**src/rtl/read_filter_pipe_if.sv**
```systemverilog
// read_filter_pipe_if
//   Bus bundle between read_filter_pipe and its surroundings: the lock-read
//   FIFO (input side), the read-compute FIFO (output side) and the DDR read
//   master (control + user data ports).
//   master modport : the read/filter pipe itself
//   slave modport  : the FIFOs and read master around it
//
//   lock_read_fifo_q/_empty/_rdreq          {mod, key, msg} input FIFO, msg in LSBs
//   read_compute_fifo_data/_full/_wrreq     {mod, filter, msg, record} output FIFO
//   control_fixed_location/_read_base/_read_length/_go/_done   read master control
//   user_read_buffer/_data_available/_buffer_data              read master data (show-ahead)
interface read_filter_pipe_if #(
   parameter int ADDRESS_WIDTH = 31,
   parameter int KEY_WIDTH     = 32,
   parameter int MSG_WIDTH     = 32,
   parameter int RECORD_WIDTH  = 256
);
   logic [KEY_WIDTH+MSG_WIDTH:0]      lock_read_fifo_q;
   logic                              lock_read_fifo_empty;
   logic                              lock_read_fifo_rdreq;

   logic [MSG_WIDTH+RECORD_WIDTH+1:0] read_compute_fifo_data;
   logic                              read_compute_fifo_full;
   logic                              read_compute_fifo_wrreq;

   logic                              control_fixed_location;
   logic [ADDRESS_WIDTH-1:0]          control_read_base;
   logic [ADDRESS_WIDTH-1:0]          control_read_length;
   logic                              control_go;
   logic                              control_done;

   logic                              user_read_buffer;
   logic                              user_data_available;
   logic [RECORD_WIDTH-1:0]           user_buffer_data;

   modport master (
      input  lock_read_fifo_q, lock_read_fifo_empty,
      output lock_read_fifo_rdreq,
      output read_compute_fifo_data, read_compute_fifo_wrreq,
      input  read_compute_fifo_full,
      output control_fixed_location, control_read_base, control_read_length, control_go,
      input  control_done,
      output user_read_buffer,
      input  user_data_available, user_buffer_data
   );

   modport slave (
      output lock_read_fifo_q, lock_read_fifo_empty,
      input  lock_read_fifo_rdreq,
      input  read_compute_fifo_data, read_compute_fifo_wrreq,
      output read_compute_fifo_full,
      input  control_fixed_location, control_read_base, control_read_length, control_go,
      output control_done,
      input  user_read_buffer,
      output user_data_available, user_buffer_data
   );
endinterface

```
**src/rtl/read_filter_pipe.sv**
```systemverilog
// read_filter_pipe
//   Read/filter stage between the lock unit and the compute unit. Pops
//   {mod, key, msg} entries, issues one DDR record read per entry at
//   DDR_BASE + ((key >> log_2_num_workers_in) << RECORD_SHIFT), keeps up to
//   MAX_OUTSTANDING {mod, msg} pairs in a pending FIFO so issue overlaps data
//   return, and tags each returned record with filter = !(delta >= threshold
//   && delta >= filter_threshold) using IEEE-754 single-precision ordering.
//
//   clk, reset                : clock, synchronous active-high reset
//   bus (master)              : FIFO / read-master bundle, see read_filter_pipe_if
//   log_2_num_workers_in      : key hash shift
//   threshold                 : float threshold
//   filter_threshold          : float filter threshold
//
//   Optional feature, macro FILTER_STATS_EN:
//   stat_clear                : synchronous clear of both counters (wins over increment)
//   stat_pass_count           : records written with filter = 0 (wraps)
//   stat_filter_count         : records written with filter = 1 (wraps)
module read_filter_pipe #(
   parameter longint unsigned DDR_BASE = 0,
   parameter int ADDRESS_WIDTH   = 31,
   parameter int KEY_WIDTH       = 32,
   parameter int MSG_WIDTH       = 32,
   parameter int RECORD_WIDTH    = 256,
   parameter int RECORD_SHIFT    = 5,
   parameter int DELTA_LSB       = 64,
   parameter int MAX_OUTSTANDING = 4
) (
   input  logic               clk,
   input  logic               reset,
   read_filter_pipe_if.master bus,
   input  logic [31:0]        log_2_num_workers_in,
   input  logic [31:0]        threshold,
   input  logic [31:0]        filter_threshold
`ifdef FILTER_STATS_EN
   ,
   input  logic               stat_clear,
   output logic [31:0]        stat_pass_count,
   output logic [31:0]        stat_filter_count
`endif
);
   localparam int PEND_AW = $clog2(MAX_OUTSTANDING);
   localparam int ENTRY_W = 1 + MSG_WIDTH;
   localparam logic [ADDRESS_WIDTH-1:0] RECORD_LEN = ADDRESS_WIDTH'(1) << RECORD_SHIFT;

   typedef enum logic [2:0] {I_IDLE, I_POP, I_WAIT, I_GO, I_HOLD} issue_state_t;
   typedef enum logic [1:0] {R_IDLE, R_CMP, R_WRITE} ret_state_t;

   // Maps an IEEE-754 single onto a signed integer with the same ordering;
   // both zeros map to 0 so -0 == +0.
   function automatic logic signed [32:0] float_order(input logic [31:0] f);
      logic signed [32:0] mag;
      mag = {2'b00, f[30:0]};
      return f[31] ? -mag : mag;
   endfunction

   // ---------------------------------------------------------------- issue side
   logic                     q_mod;
   logic [KEY_WIDTH-1:0]     q_key;
   logic [MSG_WIDTH-1:0]     q_msg;
   logic [KEY_WIDTH-1:0]     key_shifted;
   logic [ADDRESS_WIDTH-1:0] issue_addr;

   assign {q_mod, q_key, q_msg} = bus.lock_read_fifo_q;
   assign key_shifted = q_key >> log_2_num_workers_in;
   assign issue_addr  = ADDRESS_WIDTH'(DDR_BASE) + (ADDRESS_WIDTH'(key_shifted) << RECORD_SHIFT);
   assign bus.control_fixed_location = 1'b0;

   issue_state_t issue_state, issue_next;
   logic         pend_push, pend_pop, pend_full, pend_empty;

   // NOTE: sequential state uses non-blocking assignments so every flop samples pre-edge values.
   always_ff @(posedge clk) begin
      if (reset) issue_state <= I_IDLE;
      else       issue_state <= issue_next;
   end

   // NOTE: every output gets a default before the case, so no path can infer a latch.
   always_comb begin
      issue_next               = issue_state;
      bus.lock_read_fifo_rdreq = 1'b0;
      bus.control_go           = 1'b0;
      bus.control_read_base    = '0;
      bus.control_read_length  = '0;
      pend_push                = 1'b0;
      case (issue_state)
         I_IDLE: if (!bus.lock_read_fifo_empty && !pend_full && bus.control_done) issue_next = I_POP;
         I_POP: begin
            bus.lock_read_fifo_rdreq = 1'b1;
            issue_next               = I_WAIT;
         end
         I_WAIT: issue_next = I_GO;          // q becomes valid during this cycle
         I_GO: begin
            bus.control_go          = 1'b1;
            bus.control_read_base   = issue_addr;
            bus.control_read_length = RECORD_LEN;
            pend_push               = 1'b1;
            issue_next              = I_HOLD;
         end
         I_HOLD: issue_next = I_IDLE;        // lets control_done fall before the next check
         default: issue_next = I_IDLE;
      endcase
   end

   // ------------------------------------------------------------- pending FIFO
   logic [ENTRY_W-1:0] pend_mem [MAX_OUTSTANDING];
   logic [PEND_AW-1:0] pend_wr_ptr, pend_rd_ptr;
   logic [PEND_AW:0]   pend_count;
   logic               pend_mod;
   logic [MSG_WIDTH-1:0] pend_msg;

   assign pend_full  = (pend_count == (PEND_AW+1)'(MAX_OUTSTANDING));
   assign pend_empty = (pend_count == '0);
   assign {pend_mod, pend_msg} = pend_mem[pend_rd_ptr];

   always_ff @(posedge clk) begin
      if (reset) begin
         pend_wr_ptr <= '0;
         pend_rd_ptr <= '0;
         pend_count  <= '0;
      end else begin
         if (pend_push) pend_wr_ptr <= pend_wr_ptr + 1'b1;
         if (pend_pop)  pend_rd_ptr <= pend_rd_ptr + 1'b1;
         case ({pend_push, pend_pop})
            2'b10:   pend_count <= pend_count + 1'b1;
            2'b01:   pend_count <= pend_count - 1'b1;
            default: pend_count <= pend_count;
         endcase
      end
   end

   // NOTE: storage is not reset; the pointers and count alone decide which entries are valid.
   always_ff @(posedge clk) begin
      if (pend_push) pend_mem[pend_wr_ptr] <= {q_mod, q_msg};
   end

   // -------------------------------------------------------------- return side
   ret_state_t              ret_state, ret_next;
   logic                    accept;
   logic [RECORD_WIDTH-1:0] rec_r;
   logic [MSG_WIDTH-1:0]    msg_r;
   logic                    mod_r, filter_r;
   logic [31:0]             delta;

   // Data without a pending entry is a protocol error and is left unpopped.
   assign accept = bus.user_data_available && !pend_empty && !bus.read_compute_fifo_full;
   assign delta  = rec_r[DELTA_LSB +: 32];
   assign bus.read_compute_fifo_data = {mod_r, filter_r, msg_r, rec_r};

   always_ff @(posedge clk) begin
      if (reset) ret_state <= R_IDLE;
      else       ret_state <= ret_next;
   end

   always_comb begin
      ret_next                    = ret_state;
      bus.user_read_buffer        = 1'b0;
      bus.read_compute_fifo_wrreq = 1'b0;
      pend_pop                    = 1'b0;
      case (ret_state)
         R_IDLE: if (accept) begin
            bus.user_read_buffer = 1'b1;
            pend_pop             = 1'b1;
            ret_next             = R_CMP;
         end
         R_CMP: ret_next = R_WRITE;
         R_WRITE: if (!bus.read_compute_fifo_full) begin
            bus.read_compute_fifo_wrreq = 1'b1;
            ret_next                    = R_IDLE;
         end
         default: ret_next = R_IDLE;
      endcase
   end

   // Output word registers; cleared on reset so the output bus reads 0.
   always_ff @(posedge clk) begin
      if (reset) begin
         rec_r    <= '0;
         msg_r    <= '0;
         mod_r    <= 1'b0;
         filter_r <= 1'b0;
      end else begin
         if (pend_pop) begin
            rec_r <= bus.user_buffer_data;
            msg_r <= pend_msg;
            mod_r <= pend_mod;
         end
         // Thresholds are sampled here, so a change only affects later records.
         if (ret_state == R_CMP)
            filter_r <= !((float_order(delta) >= float_order(threshold)) &&
                          (float_order(delta) >= float_order(filter_threshold)));
      end
   end

`ifdef FILTER_STATS_EN
   always_ff @(posedge clk) begin
      if (reset || stat_clear) begin
         stat_pass_count   <= '0;
         stat_filter_count <= '0;
      end else if (bus.read_compute_fifo_wrreq) begin
         if (filter_r) stat_filter_count <= stat_filter_count + 1'b1;
         else          stat_pass_count   <= stat_pass_count + 1'b1;
      end
   end
`endif
endmodule
```
**src/flat_wrapper.sv**
```systemverilog
// flat-port wrapper written by rule: the top's interface ports become plain ports
module read_filter_pipe_flat 
#(
   parameter longint unsigned DDR_BASE = 0,
   parameter int ADDRESS_WIDTH   = 31,
   parameter int KEY_WIDTH       = 32,
   parameter int MSG_WIDTH       = 32,
   parameter int RECORD_WIDTH    = 256,
   parameter int RECORD_SHIFT    = 5,
   parameter int DELTA_LSB       = 64,
   parameter int MAX_OUTSTANDING = 4
)
  (clk, reset, log_2_num_workers_in, threshold, filter_threshold, bus_lock_read_fifo_q, bus_lock_read_fifo_empty, bus_lock_read_fifo_rdreq, bus_read_compute_fifo_data, bus_read_compute_fifo_wrreq, bus_read_compute_fifo_full, bus_control_fixed_location, bus_control_read_base, bus_control_read_length, bus_control_go, bus_control_done, bus_user_read_buffer, bus_user_data_available, bus_user_buffer_data);
  read_filter_pipe_if #(.ADDRESS_WIDTH(ADDRESS_WIDTH), .KEY_WIDTH(KEY_WIDTH), .MSG_WIDTH(MSG_WIDTH), .RECORD_WIDTH(RECORD_WIDTH)) bus_i ();
  input  logic clk;
  input  logic reset;
  input  logic [31:0] log_2_num_workers_in;
  input  logic [31:0] threshold;
  input  logic [31:0] filter_threshold;
  input wire logic [$bits(bus_i.lock_read_fifo_q)-1:0] bus_lock_read_fifo_q;
  input wire logic [$bits(bus_i.lock_read_fifo_empty)-1:0] bus_lock_read_fifo_empty;
  output wire logic [$bits(bus_i.lock_read_fifo_rdreq)-1:0] bus_lock_read_fifo_rdreq;
  output wire logic [$bits(bus_i.read_compute_fifo_data)-1:0] bus_read_compute_fifo_data;
  output wire logic [$bits(bus_i.read_compute_fifo_wrreq)-1:0] bus_read_compute_fifo_wrreq;
  input wire logic [$bits(bus_i.read_compute_fifo_full)-1:0] bus_read_compute_fifo_full;
  output wire logic [$bits(bus_i.control_fixed_location)-1:0] bus_control_fixed_location;
  output wire logic [$bits(bus_i.control_read_base)-1:0] bus_control_read_base;
  output wire logic [$bits(bus_i.control_read_length)-1:0] bus_control_read_length;
  output wire logic [$bits(bus_i.control_go)-1:0] bus_control_go;
  input wire logic [$bits(bus_i.control_done)-1:0] bus_control_done;
  output wire logic [$bits(bus_i.user_read_buffer)-1:0] bus_user_read_buffer;
  input wire logic [$bits(bus_i.user_data_available)-1:0] bus_user_data_available;
  input wire logic [$bits(bus_i.user_buffer_data)-1:0] bus_user_buffer_data;
  assign bus_i.lock_read_fifo_q = bus_lock_read_fifo_q;
  assign bus_i.lock_read_fifo_empty = bus_lock_read_fifo_empty;
  assign bus_lock_read_fifo_rdreq = bus_i.lock_read_fifo_rdreq;
  assign bus_read_compute_fifo_data = bus_i.read_compute_fifo_data;
  assign bus_read_compute_fifo_wrreq = bus_i.read_compute_fifo_wrreq;
  assign bus_i.read_compute_fifo_full = bus_read_compute_fifo_full;
  assign bus_control_fixed_location = bus_i.control_fixed_location;
  assign bus_control_read_base = bus_i.control_read_base;
  assign bus_control_read_length = bus_i.control_read_length;
  assign bus_control_go = bus_i.control_go;
  assign bus_i.control_done = bus_control_done;
  assign bus_user_read_buffer = bus_i.user_read_buffer;
  assign bus_i.user_data_available = bus_user_data_available;
  assign bus_i.user_buffer_data = bus_user_buffer_data;
  read_filter_pipe #(.DDR_BASE(DDR_BASE), .ADDRESS_WIDTH(ADDRESS_WIDTH), .KEY_WIDTH(KEY_WIDTH), .MSG_WIDTH(MSG_WIDTH), .RECORD_WIDTH(RECORD_WIDTH), .RECORD_SHIFT(RECORD_SHIFT), .DELTA_LSB(DELTA_LSB), .MAX_OUTSTANDING(MAX_OUTSTANDING)) u_core (.clk(clk), .reset(reset), .bus(bus_i), .log_2_num_workers_in(log_2_num_workers_in), .threshold(threshold), .filter_threshold(filter_threshold));
endmodule
```
**config.mk**
```make
export PLATFORM = sky130hd
export DESIGN_NAME = read_filter_pipe_flat
export DESIGN_NICKNAME = d
export VERILOG_FILES = /design/src/rtl/read_filter_pipe_if.sv /design/src/rtl/read_filter_pipe.sv /design/src/flat_wrapper.sv
export SDC_FILE = /design/constraint.sdc
export NUM_CORES = 1
export LEC_CHECK = 0
export CORE_AREA = 4 4 301 303
export DETAILED_ROUTE_END_ITERATION = 10
export DIE_AREA = 0 0 305 307
export PLACE_DENSITY = 0.44
export RECOVER_POWER = 25
export SETUP_SLACK_MARGIN = 0.05
export SLEW_MARGIN = 25
export SYNTH_ARGS = -nofsm -noshare
export SYNTH_HDL_FRONTEND = slang
export SYNTH_SLANG_ARGS = --single-unit
```
**constraint.sdc**
```tcl
create_clock -name clk -period 4.3 [get_ports clk]
set_input_delay 0.43 -clock clk [delete_from_list [all_inputs] [get_ports clk]]
set_output_delay 0.43 -clock clk [all_outputs]
set_load 0.03 [all_outputs]
```
Word-level counts from Yosys, hierarchy flattened
Memory sizes are Yosys's and may differ from the RTL's. A register that Yosys moved wholly into a read port is not among the register bits.
Index checks and enable logic that the tools add are counted.
W data, S select, Z words.
{"block": "totals", "n_memories": 1, "regBits": 269, "out_inout_bits": 357, "wordCells": 63, "mem_bits_rw": 132, "inputBits": 423}
{"block": "op_classes", "n_mux": 19, "shift": 1, "eq_ne": 11, "n_lt_le_gt_ge": 2, "n_reduce_logical": 15, "add_sub_neg": 7}
{"name": "u_core.pend_mem", "depth": 4, "width": 33, "read_ports": 1, "rd_ports_with_merged_regs": 1, "wr": 1, "line": "read_filter_pipe.sv:106", "source": "logic [ENTRY_W-1:0] pend_mem [MAX_OUTSTANDING];"}
{"cell": "$mux W33", "n": 3}
{"cell": "$neg A31 Y33", "n": 3}
{"cell": "$ge A33 B33 Y1", "n": 2}
{"cell": "$shr A32 B32 Y26", "n": 1}
{"cell": "$mux W31", "n": 1}
{"cell": "$pmux W3 S4", "n": 1}
{"cell": "$mux W1", "n": 8}
{"cell": "$eq A3 B2 Y1 const B", "n": 2}
{"cell": "$logic_not A3 Y1", "n": 2}
{"cell": "$mux W6", "n": 1}
{"cell": "$pmux W2 S3", "n": 1}
{"cell": "$pmux W3 S2", "n": 1}
{"cell": "$logic_and A1 B1 Y1", "n": 5}
{"cell": "$logic_not A1 Y1", "n": 5}
{"cell": "$add A2 B1 Y2 const B", "n": 2}
{"cell": "$eq A2 B1 Y1 const B", "n": 2}
{"cell": "$eq A2 B2 Y1 const B", "n": 2}
{"cell": "$mux W2", "n": 2}
{"cell": "$ne A2 B1 Y1 const B", "n": 2}
{"cell": "$add A3 B1 Y3 const B", "n": 1}
{"cell": "$eq A3 B1 Y1 const B", "n": 1}
{"cell": "$eq A3 B3 Y1 const B", "n": 1}
{"cell": "$mux W3", "n": 1}
{"cell": "$sub A3 B1 Y3 const B", "n": 1}
{"cell": "other kinds (4)", "n": 4}

Depth between registers and ports, before layout
Gate-level depths: netlist of the first run.
{"block": "depth", "ltp_word": 8, "mapped_depth": 16, "ltp_nobuf": 16}

Worst setup path after synthesis of the first run
OpenSTA, ideal clock, no wires.
{"block": "synth_timing", "kind": "flip-flop to flip-flop", "from": "reg u_core.rec_r[66]", "to": "reg u_core.filter_r", "path_buffers": 0, "slack_ns": 0.460, "period_less_slack_ns": 3.840, "t_required_ns": 4.165, "stages_incl_launch_ff": 14, "arrival_time_ns": 3.705, "setup_time_ns": 0.135, "path_cell_list": "dfxtp_1 > or3_1 > or4_1 > or3_1 > o41ai_1 > xnor2_1 > ha_1 > nand4_1 > nor4_1 > a21oi_1 > o31ai_1 > o21ai_0 > a2111oi_0 > o22ai_1"}
{"block": "synth_between", "elab_chain_len": 5, "word_cells_on_any_way": 6, "cone_classes": "1 x add/sub; 2 x order compare; 1 x mux; 2 x reduce/logical"}
{"element": "from (decl)", "line": "read_filter_pipe.sv:140", "source": "logic [RECORD_WIDTH-1:0] rec_r;"}
{"element": "from (signal assigned)", "line": "read_filter_pipe.sv:184", "source": "rec_r <= bus.user_buffer_data;"}
{"element": "$neg A31 Y33", "line": "read_filter_pipe.sv:54", "source": "return f[31] ? -mag : mag;"}
{"element": "$mux W33 (*)", "line": "read_filter_pipe.sv:54"}
{"element": "$ge A33 B33 Y1 (on tied branches)", "line": "read_filter_pipe.sv:190, read_filter_pipe.sv:191"}
{"element": "$logic_and A1 B1 Y1 (*)", "line": "read_filter_pipe.sv:190", "source": "filter_r <= !((float_order(delta) >= float_order(threshold)) &&"}
{"element": "$logic_not A1 Y1 (*)", "line": "read_filter_pipe.sv:190"}
{"element": "to (signal assigned)", "line": "read_filter_pipe.sv:190"}
{"element": "to (decl)", "line": "read_filter_pipe.sv:142", "source": "logic mod_r, filter_r;"}
Every way passes the cells marked *; elsewhere a longest branch is shown, timed or not.
A chain may end at the register's enable or synchronous reset.

Final worst setup path of the first run
Ends and elaborated chain as after synthesis.

==> flow_summary.toml, run 1 <==
[grt]
grt_use_total_pct = 17.12
met3_usage_pct = 5.179
grtUsageMet1_pct = 19.72
grt_max_degree = 160
grt_pass1_vias = 19440
overflow = 0
grt_pass1_wl_mm = 123.9
antenna_found_initial = 17
busiest_layer = "met2"
grt_util_met2_pct = 30.42

[drt]
drc = 0
wl_per_cell_um = 20.23
vias = 19210
viasPerCell = 4.554
drtIter0Drc = 1091
wl_mm = 85.30
ant_nets = 0
firstDrtPassIters = 6

[sta]
max_freq_mhz = 246.9
fin_ws_ns = 0.2504
setup_violations = 0
timing.hold.ws_ns = 0.3386
fin_skew_ns = 0.05058
min_period_ns = 4.050
worstMarginPinSlew_ns = 2.354
finalHoldViolCount = 0
finalMaxSlewViolations = 68
period_share_pct = 94.18
relSlewSlack_pct = -56.94

[yosys]
synth_area_per_cell_sq_um = 9.217
synth_edf_count = 132
synth_top_area_share_pct = 29.40
synth_seq_cells = 434
synth_xor_xnor_area_share_pct = 3.961
yosys.area_share.simple_pct = 17.45
ys_seq_area_share_pct = 48.68
ys_types = 62
synthCells = 2231
synthArstFlopShare_pct = 0
ys_top_cells_by_area = "dfxtp_1 29%, edfxtp_1 19%, nand2_1 12%, a21oi_1 8.0%, mux4_2 5.4%"
synthMuxAreaShare_pct = 7.923
yosysWarnings = 0
yosys.area.top_type = "dfxtp_1"
netlist_area_sq_um = 20560
synth-compound-area-share_pct = 13.00
ys.flop_type = "dfxtp_1"
synthAdderAreaFrac_pct = 4.479
synth_top_family_by_area = "simple AND/OR/NAND/NOR gates"

[final_layout]
final_core_util_pct = 36.03
final_area_sq_um = 31700
nets = 3500
final_common_cell = "nand2_1"
stdcell_count = 4217
final_cell_mix = "651 x nand2_1, 621 x clkdlybuf4s50_1, 329 x a21oi_1"
drive_gt1_share_pct = 10.97
syn_to_final_growth_pct = 54.16

[floorplan]
core_area_sq_um = 87970
die_w_um = 305
dieArea_sq_um = 93640
die_h_um = 307
initial_core_util_pct = 23.38
rows = 109
ios = 780

[critical_path]
worst-setup-path-type = "flip-flop to flip-flop"
r2r_cells = 15
r2r_start = "u_core.rec_r[66]"
worstPathRequired_ns = 4.76
critPathLaunch = "u_core.rec_r[66]"
cp.arrival_ns = 4.51
worst-path-max-fanout = 3
reg2reg_to = "u_core.filter_r"
worstSetupEndpointType = "flip-flop"
reg2reg_slack_ns = 0.25
endpoint = "u_core.filter_r"
critPathLaunchType = "flip-flop"

[clock_tree]
cts_tree = "yes"
numCtsBuffers = 52
clock_sinks = 434
cts-root-buf = "clkbuf_16"
cts.path.max_buffers = 3
htree_levels = 2
path_clk_slew_ns = 0.06
cts_setup_buffers = 0
insertion_delay_ns = 0.63

[placement]
gp_congestion = 0.8946
dp_cells = 4115
placed_cell_area_sq_um = 29730
pre_cts_ws_ns = -0.5022
place_hpwl_mm = 64.03
port_buffers = 743

[hold_path]
hold_class = "input port to flip-flop"

[pwr]
p_per_area_nw_per_um2 = 320.2
vdd_ir_drop_max_uv = 278.8
p_leak_nw = 11.21

[run]
cap_viol_max_count = 2

[run_status]
status = "finished, violations left"
violations = "capacitance limit, slew limit"
## through the flow
stage | setup TNS, ns | total power (W)
global route | -0.001231 | 0.01058
global placement | -0.4510 | 0.005435
finish | 0 | 0.01015
detailed placement | -0.5022 | 0.005448
floorplan | 0 | 0.004805
CTS | 0 | 0.01035
## repair_timing
item | in CTS | in global routing
cloned | 0 | 0
pin swaps | 0 | 3
hold buffers | 0 | 0
endpoints found under the setup margin | 1 | 1
gates resized for setup | 4 | 12
## power breakdown
group	switching [W]	internal, W	total [W]
clock network	0.00194	0.00285	0.00479
registers	0.0000185	0.00424	0.00426
logic	0.000524	0.000575	0.00110
## synthesized netlist by cell type, drive strengths merged, types with 30 or more instances
library cell,instances
nor2,56
clkbuf,128
buf,55
a21oi,329
mux4,49
ha,72
mux2i,30
xnor2,37
dfxtp,302
xor2,56
edfxtp,132
o21ai,51
nand2,651
## worst min path at each step
stage,startpoint,end,slack [ns],depth (start not counted)
global route,bus_user_buffer_data[155],u_core.rec_r[155],0.32,3
CTS,bus_user_buffer_data[3],u_core.rec_r[3],0.29,3
global placement,u_core.rec_r[101],u_core.rec_r[101],0.44,2
finish,reset,u_core.ret_state[1],0.34,2
floorplan,u_core.issue_state[2],u_core.issue_state[1],0.43,1
detailed placement,u_core.rec_r[145],u_core.rec_r[145],0.45,2
## worst max-delay path: stages, from the launching register on
cell and delay [ns]:
dfxtp_1 0.30, or3_1 0.40, or4_1 0.48, or3_4 0.44, o41ai_2 0.28, xnor2_1 0.17
ha_1 0.32, nand4_1 0.13, nor4_2 0.30, buf_4 0.15, nand2b_1 0.07, o22ai_2 0.18
o21ai_0 0.16, a2111oi_2 0.33, buf_4 0.16, o22ai_1 0.06
## metal layers
layer,vias to the layer above,share of wire [%]
met4,16,3.1
met3,131,7.6
met5,-,0.11
met1,9196,39
met2,599,50
li1,9264,-
## cell families after synthesis
group                      after synthesis
DFF                                    434
muxes                                   99
xor gates and xnor gates                93
AOI/OAI and AO/OA                      476
and+or+nand+nor                        851
other                                    1
adders and majority gates               73
buffers and inverters                  204
## registers in the layout, indices dropped and copies added, names as in the netlist
name                flops
u_core.rec_r          256
u_core.pend_mem       132
u_core.msg_r           32
u_core.issue_state      3
u_core.pend_count       3
u_core.pend_rd_ptr      2
u_core.pend_wr_ptr      2
u_core.ret_state        2
u_core.filter_r         1
u_core.mod_r            1
## final cells by class
class	count	area (sq um)
fill	8910	56270
antenna	6	15.01
tap	1165	1458
sequential	434	10010
clock inverter	39	546.8
clock buffer	57	1350
timing repair buffer	867	8384
multi-input combinational	1628	9844
inverter	21	86.33
Note: power is estimated with default switching activity, not from simulation.
==> inputs of run 2 (changes only) <==
--- a/config.mk
+++ b/config.mk
@@ -16,2 +16,3 @@
 export SYNTH_HDL_FRONTEND = slang
 export SYNTH_SLANG_ARGS = --single-unit
+export TNS_END_PERCENT = 20
==> constraint.sdc (replaced) <==
create_clock -name clk -period 4.3 [get_ports clk]
set_input_delay 0.43 -clock clk [delete_from_list [all_inputs] [get_ports clk]]
set_output_delay 0.43 -clock clk [all_outputs]
set_load 0.1 [all_outputs]
==> run 2 against run 1 <==
The run still ends with capacitance limit, slew limit left. Largest power group unchanged. Power is 2.6% lower. Utilization is 0.15 points lower. Combinational power is 16% higher. Sequential share of layout area is 0.14 points higher. Critical path depth stayed put. Critical path type unchanged. Sequential power hardly changed. Routed wire length is 0.61% lower. Hold slack better by 0.0067 ns. Clock skew is 0.010 ns higher. Setup slack better by 0.082 ns. Clock-buffer cell count is 21 higher.
==> flow_summary.toml, run 2 (same netlist as run 1, synthesis figures left out) <==
[run_status]
status = "finished, violations left"
violations = "capacitance limit, slew limit"

[drt]
firstDrtPassIters = 5
viasPerCell = 4.534
wl_mm = 84.78
wl_per_cell_um = 20.17
drtIter0Drc = 1032
ant_nets = 0
vias = 19060
drc = 0

[clock_tree]
path_clk_slew_ns = 0.07
cts_tree = "yes"
clock_sinks = 434
cts-root-buf = "clkbuf_16"
numCtsBuffers = 52
insertion_delay_ns = 0.64
cts.path.max_buffers = 3
htree_levels = 2

[grt]
grt_pass1_vias = 19400
grt_pass1_wl_mm = 124.3
grt_max_degree = 148
antenna_found_initial = 16
overflow = 0
grt_use_total_pct = 17.10

[final_layout]
largest_reg_flops = 256
largest_register = "u_core.rec_r"
final_area_sq_um = 31560
drive_gt1_share_pct = 10.02
fillers = 8976
reg_top3 = "u_core.rec_r (256), u_core.pend_mem (132), u_core.msg_r (32)"
final_common_cell = "clkdlybuf4s50_1"
nets = 3487
syn_to_final_growth_pct = 53.49
final_cell_mix = "669 x clkdlybuf4s50_1, 651 x nand2_1, 329 x a21oi_1"
final_core_util_pct = 35.88

[floorplan]
initial_core_util_pct = 23.38
core_area_sq_um = 87970
dieArea_sq_um = 93640
die_h_um = 307
die_w_um = 305
ios = 780
rows = 109

[pwr]
p_per_area_nw_per_um2 = 313.4
p_clk_share_pct = 44.0
finalPower_w = 0.009892
p_seq_share_pct = 43.1
p_leak_nw = 10.87
power.switching_w = 0.002568
comb_power_share_pct = 13.0
vdd_ir_drop_max_uv = 224.9
intPower_w = 0.007324
p_sw_share_pct = 25.96

[sta]
max_freq_mhz = 252.1
finalHoldViolCount = 0
timing.setup.tns_ns = 0
period_share_pct = 92.26
rsz0062_at_grt = "false"
fin_skew_ns = 0.06068
relSlewSlack_pct = -67.85
finalMaxSlewViolations = 465
worstMarginPinSlew_ns = 2.518
min_period_ns = 3.967
setup_violations = 0

[critical_path]
worstPathRequired_ns = 4.76
cp.arrival_ns = 4.43
worst-path-max-fanout = 5
critPathLaunchType = "flip-flop"
worstSetupEndpointType = "flip-flop"
worst-setup-path-type = "flip-flop to flip-flop"

[hold_path]
hold_class = "input port to flip-flop"

[run]
cap_viol_max_count = 7

[placement]
port_buffers = 743
placed_cell_area_sq_um = 29920
gp_congestion = 0.9057
place_hpwl_mm = 63.46
==> run 2: cell count changes in the layout (fill, tap and decap cells not counted), moves of 3 or more <==
cell | previous run | this run
dlygate4sd3_1 | 105 | 33
clkinv_1 | 0 | 4
clkinv_4 | 4 | 0
bufinv_16 | 9 | 2
clkbuf_8 | 3 | 8
clkdlybuf4s50_1 | 621 | 669
o31ai_1 | 21 | 24
clkbuf_1 | 5 | 37
clkinv_2 | 10 | 6
clkinvlp_4 | 10 | 1
buf_4 | 132 | 99
buf_12 | 5 | 31
==> run 2: worst max-delay path, cell delays in order (launching register included) <==
cell	delay (ns)
dfxtp_1	0.30
or4_1	0.58
or2_2	0.34
or3_1	0.40
buf_4	0.19
o21ai_0	0.18
xnor2_1	0.13
ha_1	0.30
nand4_1	0.13
nor4_2	0.30
buf_4	0.15
nand2b_1	0.05
o22ai_1	0.15
o31ai_1	0.10
a2111oi_1	0.42
o22ai_1	0.12
==> run 2: metal layers <==
metal	GRT usage, %	part of all wire, %	wire, um	up-vias
met5	0	0.13	112	-
met4	4.699	2.5	2108	18
met3	4.993	7.4	6285	128
met2	30.49	50	42750	614
met1	20.02	40	33530	9067
li1	-	-	-	9236
==> run 2: worst paths after layout <==
kind | startpoint | end | slack (ns) | depth (start not counted)
max | u_core.rec_r[70] | u_core.filter_r | 0.33 | 15
min | bus_user_buffer_data[7] | u_core.rec_r[7] | 0.35 | 3
max reg2reg | u_core.rec_r[70] | u_core.filter_r | 0.33 | 15
min reg2reg | u_core.msg_r[18] | u_core.msg_r[18] | 0.45 | 2
==> run 2: power by group through the flow <==
stage | combinational (W) | clock [W] | sequential, W
detailed placement | 0.00129 | 0 | 0.00435
floorplan | 0.000529 | 0 | 0.00448
global placement | 0.00128 | 0 | 0.00435
global route | 0.00137 | 0.00469 | 0.00426
CTS | 0.00130 | 0.00453 | 0.00426
finish | 0.00128 | 0.00435 | 0.00426
==> run 2: layout make-up <==
class                      instances  area, sq um  share of cell area [%]
timing repair buffer             854         8479                   26.87
clock buffer                      78         1479                   4.686
tap                             1165         1458                   4.618
antenna                            6        15.01                 0.04757
clock inverter                    18        220.2                  0.6977
inverter                          21        86.33                  0.2735
multi-input combinational       1628         9811                   31.08
sequential                       434        10010                   31.73
==> run 2: timing repair <==
item                       4_1_cts  5_1_grt
hold buffers                     0        0
setup endpoints to repair        0        1
setup buffers                    0        0
gates resized for setup          0       10
==> run 2: stage by stage <==
step	worst slack, ns	cells	hold slack (ns)
finish	0.3328	4204	0.3453
global route	0.06700	4202	0.3194
CTS	0.1974	4198	0.2920
detailed placement	-0.3762	4102	0.4455
global placement	-0.3319	4102	0.4424
floorplan	0.07359	2266	0.4345
==> inputs of run 3 (changes only) <==
- SKIP_CTS_REPAIR_TIMING: unset -> 1
- clock period: 4.3 -> 5 ns (I/O delays scaled with it)
==> run 3 against run 2 <==
The run still ends with capacitance limit, slew limit left. Hold slack lost 0.10 ns. Final area shrank 1.6%. Via count shrank 1.8%. Sequential power shrank 14%. Utilization shrank 0.59 points. Sequential share of layout area grew 0.53 points.
==> flow_summary.toml, run 3 (same netlist as run 1, synthesis figures left out) <==
[final_layout]
final_area_sq_um = 31040
final_common_cell = "clkdlybuf4s50_1"
final_cell_mix = "671 x clkdlybuf4s50_1, 651 x nand2_1, 329 x a21oi_1"
nets = 3415
drive_gt1_share_pct = 8.240
largest_register = "u_core.rec_r"
largest_reg_flops = 256
syn_to_final_growth_pct = 50.98
final_core_util_pct = 35.29
reg_top3 = "u_core.rec_r (256), u_core.pend_mem (132), u_core.msg_r (32)"

[clock_tree]
numCtsBuffers = 54
clock_sinks = 434
cts-root-buf = "clkbuf_16"
cts_tree = "yes"
path_clk_slew_ns = 0.06
cts.path.max_buffers = 3
insertion_delay_ns = 0.65
htree_levels = 2

[sta]
worstMarginPinSlew_ns = 2.344
finalHoldViolCount = 0
fin_ws_ns = 0.6746
fin_skew_ns = 0.07358
relSlewSlack_pct = -56.29
period_share_pct = 86.51
timing.setup.tns_ns = 0
max_freq_mhz = 231.2
rsz0062_at_grt = "false"
min_period_ns = 4.325
finalMaxSlewViolations = 102
setup_violations = 0

[critical_path]
critPathLaunchType = "flip-flop"
cp.arrival_ns = 4.78
worstSetupEndpointType = "flip-flop"
r2r_cells = 14
worst-path-max-fanout = 6
worst-setup-path-type = "flip-flop to flip-flop"
worstPathRequired_ns = 5.46

[floorplan]
dieArea_sq_um = 93640
die_h_um = 307
die_w_um = 305
core_area_sq_um = 87970
initial_core_util_pct = 23.38
rows = 109
ios = 780

[drt]
vias = 18710
ant_nets = 0
drtIter0Drc = 1151
wl_mm = 83.71
drc = 0
viasPerCell = 4.527
firstDrtPassIters = 5
wl_per_cell_um = 20.25

[pwr]
p_leak_nw = 10.62
p_per_area_nw_per_um2 = 287.4
finalPower_w = 0.008924
vdd_ir_drop_max_uv = 314.0

[grt]
grt_max_degree = 173
grt_use_total_pct = 16.96
antenna_found_initial = 24
grt_pass1_vias = 19280
grt_pass1_wl_mm = 123.0
overflow = 0

[hold_path]
hold_class = "input port to flip-flop"
hold_path_depth = 2

[placement]
placed_cell_area_sq_um = 29130
port_buffers = 743
gp_congestion = 0.8446
place_hpwl_mm = 62.48
pre_cts_ws_ns = 0.1782

[run]
cap_viol_max_count = 3

[run_status]
violations = "capacitance limit, slew limit"
status = "finished, violations left"
## run 3: changes by cell type in the layout (fill, tap and decap cells not counted), moves of 5 or more
| cell | previous run | this run |
|---|---|---|
| buf_4 | 99 | 45 |
| clkbuf_1 | 37 | 18 |
| buf_12 | 31 | 14 |
| clkbuf_8 | 8 | 14 |
| bufinv_16 | 2 | 7 |
## run 3: final timing paths
kind	start	end	slack [ns]
worst min-delay path	reset	u_core.ret_state[1]	0.24
worst max register to register	u_core.rec_r[66]	u_core.filter_r	0.67
worst max-delay path	u_core.rec_r[66]	u_core.filter_r	0.67
worst min register to register	u_core.rec_r[56]	u_core.rec_r[56]	0.45
## run 3: critical path, stage by stage, from the launching register on
cell       delay (ns)
dfxtp_1          0.36
or3_1            0.42
or4_1            0.50
or3_1            0.50
o41ai_1          0.35
xnor2_1          0.18
ha_1             0.33
nand4_1          0.10
nor4_1           0.29
buf_4            0.16
nand2b_1         0.05
o22ai_1          0.19
o21ai_0          0.15
a2111oi_0        0.47
o22ai_1          0.12
## run 3: final cells by class
class                           count  area [sq um]
Antenna cell                        8         20.02
Clock inverter                     25         394.1
Fill cell                        9034         56920
Clock buffer                       73          1563
Multi-Input combinational cell   1628          9761
Timing Repair Buffer              780          7750
Tap cell                         1165          1458
Inverter                           21         86.33
Sequential cell                   434         10010
## run 3: per-stage QoR
step                      hold slack [ns]  instances
after global routing               0.2116       4129
after CTS                          0.1644       4126
after floorplan                    0.4345       2266
after detailed placement           0.4458       4028
final                              0.2425       4134
after global placement             0.4416       4028
## run 3: where the power goes
part,switching [W],internal [W]
Sequential,0.0000168,0.00365
Combinational,0.000602,0.000461
Clock,0.00163,0.00256
Total,0.00225,0.00667
## run 3: per-layer routing
metal  up-vias  track usage, %  wire [um]  share of wire (%)
li1       9092               -          -                  -
met5         -               0        162               0.19
met4        26           4.469       1990                2.4
met2       602           30.75      42470                 51
met1      8850           19.17      32680                 39
met3       143           5.510       6404                7.7
